File: src/rtl/isr_pkg.sv
// Shared types and elaboration helpers for the iterative square-root unit.
package isr_pkg;

  typedef enum logic [1:0] {
    IDLE = 2'd0,
    RUN  = 2'd1,
    DONE = 2'd2
  } isr_state_t;

  // Number of clocks needed to resolve all WIDTH/2 root bits.
  function automatic int isr_iters(input int width, input int bpc);
    return width / (2 * bpc);
  endfunction

  function automatic int isr_cnt_w(input int iters);
    return (iters > 1) ? $clog2(iters) : 1;
  endfunction

endpackage

File: src/rtl/isr_step.sv
// One digit-recurrence step: brings in the next operand bit pair and decides one root bit.
module isr_step #(
  parameter int HW = 32
) (
  input  logic [HW+1:0] rem_i,
  input  logic [HW-1:0] root_i,
  input  logic [1:0]    pair_i,
  output logic [HW+1:0] rem_o,
  output logic [HW-1:0] root_o
);

  logic [HW+1:0] rem_sh_s;
  logic [HW+1:0] trial_s;
  logic          ge_s;

  // Top bits of rem shifted out here are provably zero, so HW+2 bits never overflow.
  always_comb begin
    rem_sh_s = (rem_i << 2) | {{HW{1'b0}}, pair_i};
    trial_s  = {root_i, 2'b01};
    ge_s     = (rem_sh_s >= trial_s);
    if (ge_s) begin
      rem_o = rem_sh_s - trial_s;
    end else begin
      rem_o = rem_sh_s;
    end
    root_o = (root_i << 1) | {{(HW-1){1'b0}}, ge_s};
  end

endmodule

File: src/rtl/isr_iter.sv
// Iterative integer square root: floor(sqrt(value)) and remainder, BITS_PER_CYCLE root
// bits per clock, with a start/ready/done handshake.
module isr_iter
  import isr_pkg::*;
#(
  parameter int WIDTH          = 64,
  parameter int BITS_PER_CYCLE = 1
) (
  input  logic                 clock,
  input  logic                 reset,
  input  logic                 start,
  input  logic [WIDTH-1:0]     value,
  output logic                 ready,
  output logic [WIDTH/2-1:0]   result,
  output logic [WIDTH/2:0]     remainder,
  output logic                 done
);

  localparam int HW    = WIDTH / 2;
  localparam int RW    = HW + 2;
  localparam int ITER  = isr_iters(WIDTH, BITS_PER_CYCLE);
  localparam int CW    = isr_cnt_w(ITER);
  localparam int SH    = 2 * BITS_PER_CYCLE;

  isr_state_t       state_q, state_d;
  logic [CW-1:0]    cnt_q, cnt_d;
  logic [WIDTH-1:0] op_q, op_d;
  logic [RW-1:0]    rem_q, rem_d;
  logic [HW-1:0]    root_q, root_d;
  logic [HW-1:0]    result_q, result_d;
  logic [HW:0]      remainder_q, remainder_d;
  logic             done_q, done_d;
  logic             ready_q, ready_d;
  logic             accept_s;
  logic             last_s;

  logic [RW-1:0]    rem_c  [0:BITS_PER_CYCLE];
  logic [HW-1:0]    root_c [0:BITS_PER_CYCLE];

  assign rem_c[0]  = rem_q;
  assign root_c[0] = root_q;

  // Operand is consumed MSB-first: step g of a clock uses the g-th pair from the top.
  for (genvar g = 0; g < BITS_PER_CYCLE; g++) begin : g_step
    isr_step #(.HW(HW)) u_step (
      .rem_i  (rem_c[g]),
      .root_i (root_c[g]),
      .pair_i (op_q[WIDTH-1-2*g -: 2]),
      .rem_o  (rem_c[g+1]),
      .root_o (root_c[g+1])
    );
  end

  assign accept_s = start && (state_q != RUN);
  assign last_s   = (cnt_q == CW'(ITER - 1));

  // Next-state, datapath and output-register selection.
  always_comb begin
    state_d     = state_q;
    cnt_d       = cnt_q;
    op_d        = op_q;
    rem_d       = rem_q;
    root_d      = root_q;
    result_d    = result_q;
    remainder_d = remainder_q;
    done_d      = done_q;
    case (state_q)
      IDLE, DONE: begin
        if (accept_s) begin
          state_d = RUN;
          cnt_d   = '0;
          op_d    = value;
          rem_d   = '0;
          root_d  = '0;
          done_d  = 1'b0;
        end else begin
          state_d = state_q;
        end
      end
      RUN: begin
        op_d   = op_q << SH;
        rem_d  = rem_c[BITS_PER_CYCLE];
        root_d = root_c[BITS_PER_CYCLE];
        cnt_d  = cnt_q + CW'(1);
        if (last_s) begin
          state_d     = DONE;
          result_d    = root_c[BITS_PER_CYCLE];
          remainder_d = rem_c[BITS_PER_CYCLE][HW:0];
          done_d      = 1'b1;
        end else begin
          state_d = RUN;
        end
      end
      default: begin
        state_d = IDLE;
        done_d  = 1'b0;
      end
    endcase
    ready_d = (state_d != RUN);
  end

  // State and datapath registers; reset discards any operation in flight.
  always_ff @(posedge clock or negedge reset) begin
    if (!reset) begin
      state_q     <= IDLE;
      cnt_q       <= '0;
      op_q        <= '0;
      rem_q       <= '0;
      root_q      <= '0;
      result_q    <= '0;
      remainder_q <= '0;
      done_q      <= 1'b0;
      ready_q     <= 1'b1;
    end else begin
      state_q     <= state_d;
      cnt_q       <= cnt_d;
      op_q        <= op_d;
      rem_q       <= rem_d;
      root_q      <= root_d;
      result_q    <= result_d;
      remainder_q <= remainder_d;
      done_q      <= done_d;
      ready_q     <= ready_d;
    end
  end

  assign ready     = ready_q;
  assign result    = result_q;
  assign remainder = remainder_q;
  assign done      = done_q;

endmodule
File: config.mk
export PLATFORM = sky130hd
export DESIGN_NAME = isr_iter
export DESIGN_NICKNAME = d
export VERILOG_FILES = /design/src/rtl/isr_pkg.sv /design/src/rtl/isr_step.sv /design/src/rtl/isr_iter.sv
export SDC_FILE = /design/constraint.sdc
export NUM_CORES = 1
export LEC_CHECK = 0
export CORE_ASPECT_RATIO = 0.5
export CORE_MARGIN = 5
export CORE_UTILIZATION = 50
export DETAILED_ROUTE_END_ITERATION = 6
export GPL_TIMING_DRIVEN = 0
export PLACE_DENSITY = 0.87
export SKIP_LAST_GASP = 1
export SLEW_MARGIN = 10
export SYNTH_ARGS = -nofsm -noshare
export SYNTH_HDL_FRONTEND = slang
export SYNTH_HIERARCHICAL = 1
export SYNTH_SLANG_ARGS = --single-unit
File: constraint.sdc
create_clock -name clock -period 3.3 [get_ports clock]
set_clock_uncertainty 0.2 [all_clocks]
set_input_delay 0.66 -clock clock [delete_from_list [all_inputs] [get_ports clock]]
set_output_delay 0.66 -clock clock [all_outputs]
set_load 0.05 [all_outputs]
# [Word level (Yosys, flattened, before mapping)]
# Cells that the tools add are included.
[totals] output_inout_bits=67 in_bits=67 elab_cells=43 latchBits=0 ram_bits=0 reg_bits=202 memories=0 rom_bits=0
[classes] multipliers=0 n_addsub=2 bitwise_logic=2 reduce_logical=7 shift=0 n_mux=15 eq_ne=7 magnitude_cmp=1 div=0
[op_table] operator="one-hot mux 32 bit (2 select lines)" n=2
[op_table] operator="one-hot mux 64 bit (2 select lines)" n=1
[op_table] operator="2-to-1 mux 32 bit" n=2
[op_table] operator="2-to-1 mux 64 bit" n=1
[op_table] operator=">= comparator 34 bit" n=1
[op_table] operator="bitwise OR 34 x 2 -> 34 bit" n=1
[op_table] operator="2-to-1 mux 33 bit" n=1
[op_table] operator="subtractor 33 bit" n=1
[op_table] operator="bitwise OR 32 x 1 -> 32 bit" n=1
[op_table] operator="one-hot mux 5 bit (2 select lines)" n=1
[op_table] operator="AND reduction 2 bit" n=3
[op_table] operator="adder 5 x 1 -> 5 bit (second input constant)" n=1
[op_table] operator="equality test 5 bit (second input constant)" n=1
[op_table] operator="2-to-1 mux 5 bit" n=1
[op_table] operator="2-to-1 mux 2 bit" n=2
[op_table] operator="inequality test 2 x 1 -> 1 bit (second input constant)" n=2
[op_table] operator="inequality test 2 bit (second input constant)" n=2
[op_table] operator="one-hot mux 2 bit (2 select lines)" n=1
[op_table] operator="equality test 2 x 1 -> 1 bit (second input constant)" n=1
[op_table] operator="equality test 2 bit (second input constant)" n=1
[op_table] operator="logical NOT 2 bit" n=1
[op_table] operator="2-to-1 mux 1 bit" n=2
[op_table] operator="one-hot mux 1 bit (2 select lines)" n=1
[op_table] operator="nonzero test 2 bit" n=1
[op_table] operator="other kinds (2)" n=2

# [Logic depth before layout (Yosys ltp)]
[depth] word_depth=5 mapped_depth=14 ltp_nobuf=12

# [Modules after synthesis]
# Netlist, hierarchy kept.
[modules_own_cells] module="isr_iter" seq_area_each_um2=5106.1 area_per_inst_um2=7960.1 instances=1 cells_each=600
[modules_own_cells] module="isr_step" seq_area_each_um2=0.0 area_per_inst_um2=3088.0 instances=1 cells_each=424

# [Worst setup path before layout]
# Ideal clock, no wire load.
[synth_timing] path_kind="register to register" startpoint="reg rem_q[15]" endpoint="reg remainder_q[24] (netlist: remainder[24])" arrival_time_ns=2.772 synth_period_minus_slack_ns=3.098 setup_slack_ns=0.202 path_stages_with_launch=13 required_ns=2.975 path_buffers=2 path_cell_list="dfrtp_1 ha_1 clkbuf_1 nand4_1 or4_1 nor4_2 nor3_1 a31oi_2 a21oi_2 inv_4 buf_12 mux2_4 mux2_4"
[synth_lines] element="from (decl)" line_no="isr_iter.sv:28" rtl="logic [RW-1:0] rem_q, rem_d;"
[synth_lines] element="from (signal assigned)" line_no="isr_iter.sv:118" rtl="rem_q <= rem_d;"
[synth_lines] element="to (signal assigned)" line_no="isr_iter.sv:121" rtl="remainder_q <= remainder_d;"
[synth_lines] element="to (decl)" line_no="isr_iter.sv:31" rtl="logic [HW:0] remainder_q, remainder_d;"

==> results.sh <==
export IMPL_syn_cell_area_mm2=0.0109
export IMPL_fp_dieH_um=114
export IMPL_die_width_um=219
export IMPL_critPathMaxFanout=6
export IMPL_overflow=0
export IMPL_routabilityCongestion=0.865
export IMPL_dr_pass1_iters=5
export IMPL_n_antenna_cell=0
export IMPL_wire_per_inst_um=19.4
export IMPL_cts_path_max_buffers=3
export IMPL_core_area_mm2=0.0216
export IMPL_antenna_found_initial=0
export IMPL_r2r_cells=13
export IMPL_hold_viol=0
export IMPL_instances_no_fill=1521
export IMPL_rsz0062_at_grt="true"
export IMPL_tightestPinTransition_ns=0.855
export IMPL_cts_tree="yes"
export IMPL_netlist_instances=1010
export IMPL_clock_sinks=202
export IMPL_reg2reg_from="root_q[7]$_DFFE_PN0P_"
export IMPL_setup_viol=30
export IMPL_dr_first_iter_drc_count=698
export IMPL_end_kind="flip-flop"
export IMPL_hpwl_um=19700
export IMPL_postRouteAntennaNets=0
export IMPL_ios=134
export IMPL_r2r_slack_ns=-0.06
export IMPL_critPathArrivalTime_ns=3.55
export IMPL_min_period_ns=3.36
export IMPL_violations="setup timing"
export IMPL_initial_core_util_pct=50.6
export IMPL_hold_path_class="in2async"
export IMPL_slew_violations=0
export IMPL_drt_wl_total_um=29500
export IMPL_cts_max_level=1
export IMPL_critPathLaunchType="flip-flop"
export IMPL_layout_setup_ws_ns=-0.0631
export IMPL_die_area_mm2=0.0251
export IMPL_synth_net_count=1113
export IMPL_nNetsFinal=1310
export IMPL_io_buffers=133
export IMPL_nFillCells=1562
export IMPL_grt_max_degree=113
export IMPL_area_growth_syn_to_layout_pct=28.3
export IMPL_critPathTopFamily="simple AND/OR/NAND/NOR gates"
export IMPL_dr_total_vias=8863
export IMPL_grt_pass1_vias=9052
export IMPL_worst_ep_required_time_ns=3.49
export IMPL_maxCapViolations=0
export IMPL_status="finished with violations"
export IMPL_r2r_end="remainder[19]$_DFFE_PN0P_"
export IMPL_grt_use_total_pct=22.5
export IMPL_max_clock_freq_mhz=297
export IMPL_vias_per_cell=5.83
export IMPL_num_rows=38
export IMPL_yosysWarnings=6
export IMPL_worstSkewPairLatency_ns=0.50
export IMPL_synth_avg_cell_area_um2=10.8
export IMPL_relSlewSlack_pct=43.0
export IMPL_cts_root_buffer="clkbuf_16"
export IMPL_placedCellCount=1444
export IMPL_clkTransAtPathRegs_ns=0.07
export IMPL_setup_tns_ns=-1.11
export IMPL_crit_chain="inv_1, ha_4, nand3_4, or4_4, nor4_4, nor3_2, a31oi_2, a21oi_4, inv_4, buf_12, clkbuf_16, mux2_4, mux2_2"
export IMPL_crit_buf_inv=4
export IMPL_worstSetupPathType="reg2reg"
export IMPL_max_stage_delay_ns=0.56
export IMPL_cp_slowest_cell="or4_4"
export IMPL_route_detailed_drc=0
export IMPL_cts_hold_buf=0
export IMPL_grt_pass1_wl_um=46500
export IMPL_drive_gt1_share_pct=24.2
export IMPL_cts_buffers=20
export IMPL_finalCritPeriodShare_pct=102
## through the flow
stage | instance area, um2 | util, % | worst slack (ns) | hold slack, ns
CTS | 13700 | 63.6 | -0.00547 | 0.0666
floorplan | 10900 | - | 0.211 | 0.164
finish | 14000 | 64.9 | -0.0631 | 0.00633
global route | 14000 | 64.9 | -0.160 | 0.0998
detailed placement | 12700 | 58.6 | -0.202 | 0.263
global placement | 12600 | 58.5 | -6.51 | 0.251
## how the worst max path moves through the flow
stage | start | end | cells after the start
2_1_floorplan | rem_q[15]$_DFFE_PN0P_ | remainder[24]$_DFFE_PN0P_ | 12
3_3_place_gp | reset | result[19]$_DFFE_PN0P_ | 1
3_5_place_dp | root_q[15]$_DFFE_PN0P_ | remainder[25]$_DFFE_PN0P_ | 13
4_1_cts | root_q[18]$_DFFE_PN0P_ | remainder[11]$_DFFE_PN0P_ | 14
5_1_grt | root_q[25]$_DFFE_PN0P_ | remainder[26]$_DFFE_PN0P_ | 14
6_report | root_q[7]$_DFFE_PN0P_ | remainder[19]$_DFFE_PN0P_ | 13
## registers in the layout, summed over array words and instances, names as in the netlist
| register | count |
|---|---|
| cnt_q | 5 |
| done | 1 |
| op_q | 64 |
| ready | 1 |
| rem_q | 32 |
| remainder | 33 |
| result | 32 |
| root_q | 32 |
| state_q | 2 |
## final cells by class
cell class	count	area, um2	share of cell area [%]
buffer	98	668	4.77
clock buffer	27	567	4.05
clock inverter	9	116	0.831
inverter	49	186	1.33
multi-input combinational	656	5250	37.5
sequential	202	5060	36.1
tap	300	375	2.68
timing repair buffer	180	1790	12.8
## worst reg2reg max path: stages (launching register included)
cell	delay, ns
dfrtp_1	0.39
inv_1	0.08
ha_4	0.32
nand3_4	0.12
or4_4	0.57
nor4_4	0.20
nor3_2	0.08
a31oi_2	0.27
a21oi_4	0.07
inv_4	0.08
buf_12	0.14
clkbuf_16	0.16
mux2_4	0.32
mux2_2	0.27
## routing by layer
layer  global-route usage (%)  routed length (um)
met4                     5.77                 819
met5                        0                   0
met2                     38.7               14400
met3                     3.28                1590
met1                     30.3               12700
## placed cells by master (no fill, tap or decap), types with 10 or more instances in the layout
cell             count
mux2_4              72
xnor2_1             16
mux2_2              23
buf_4               82
a22o_1              70
clkdlybuf4s50_1    132
a21oi_1             30
nand3_1             17
buf_2               16
clkbuf_1            20
ha_4                13
ha_1                21
buf_6               11
dfrtp_1            199
nand2_1             28
nor2_1              88
inv_1               43
o21ai_0             24
xor2_1              10
nor3_1              72
a21o_1              14
clkbuf_16           22
o22ai_1             62
## timing repair
action,CTS,global route
setup buffers,27,16
endpoints found under the setup margin,60,64
cloned,1,2
gates resized for setup,31,28
pin swaps,7,8
Power is not shown: default switching activity piles up to over one toggle a cycle in this logic, so the estimate is an artifact.
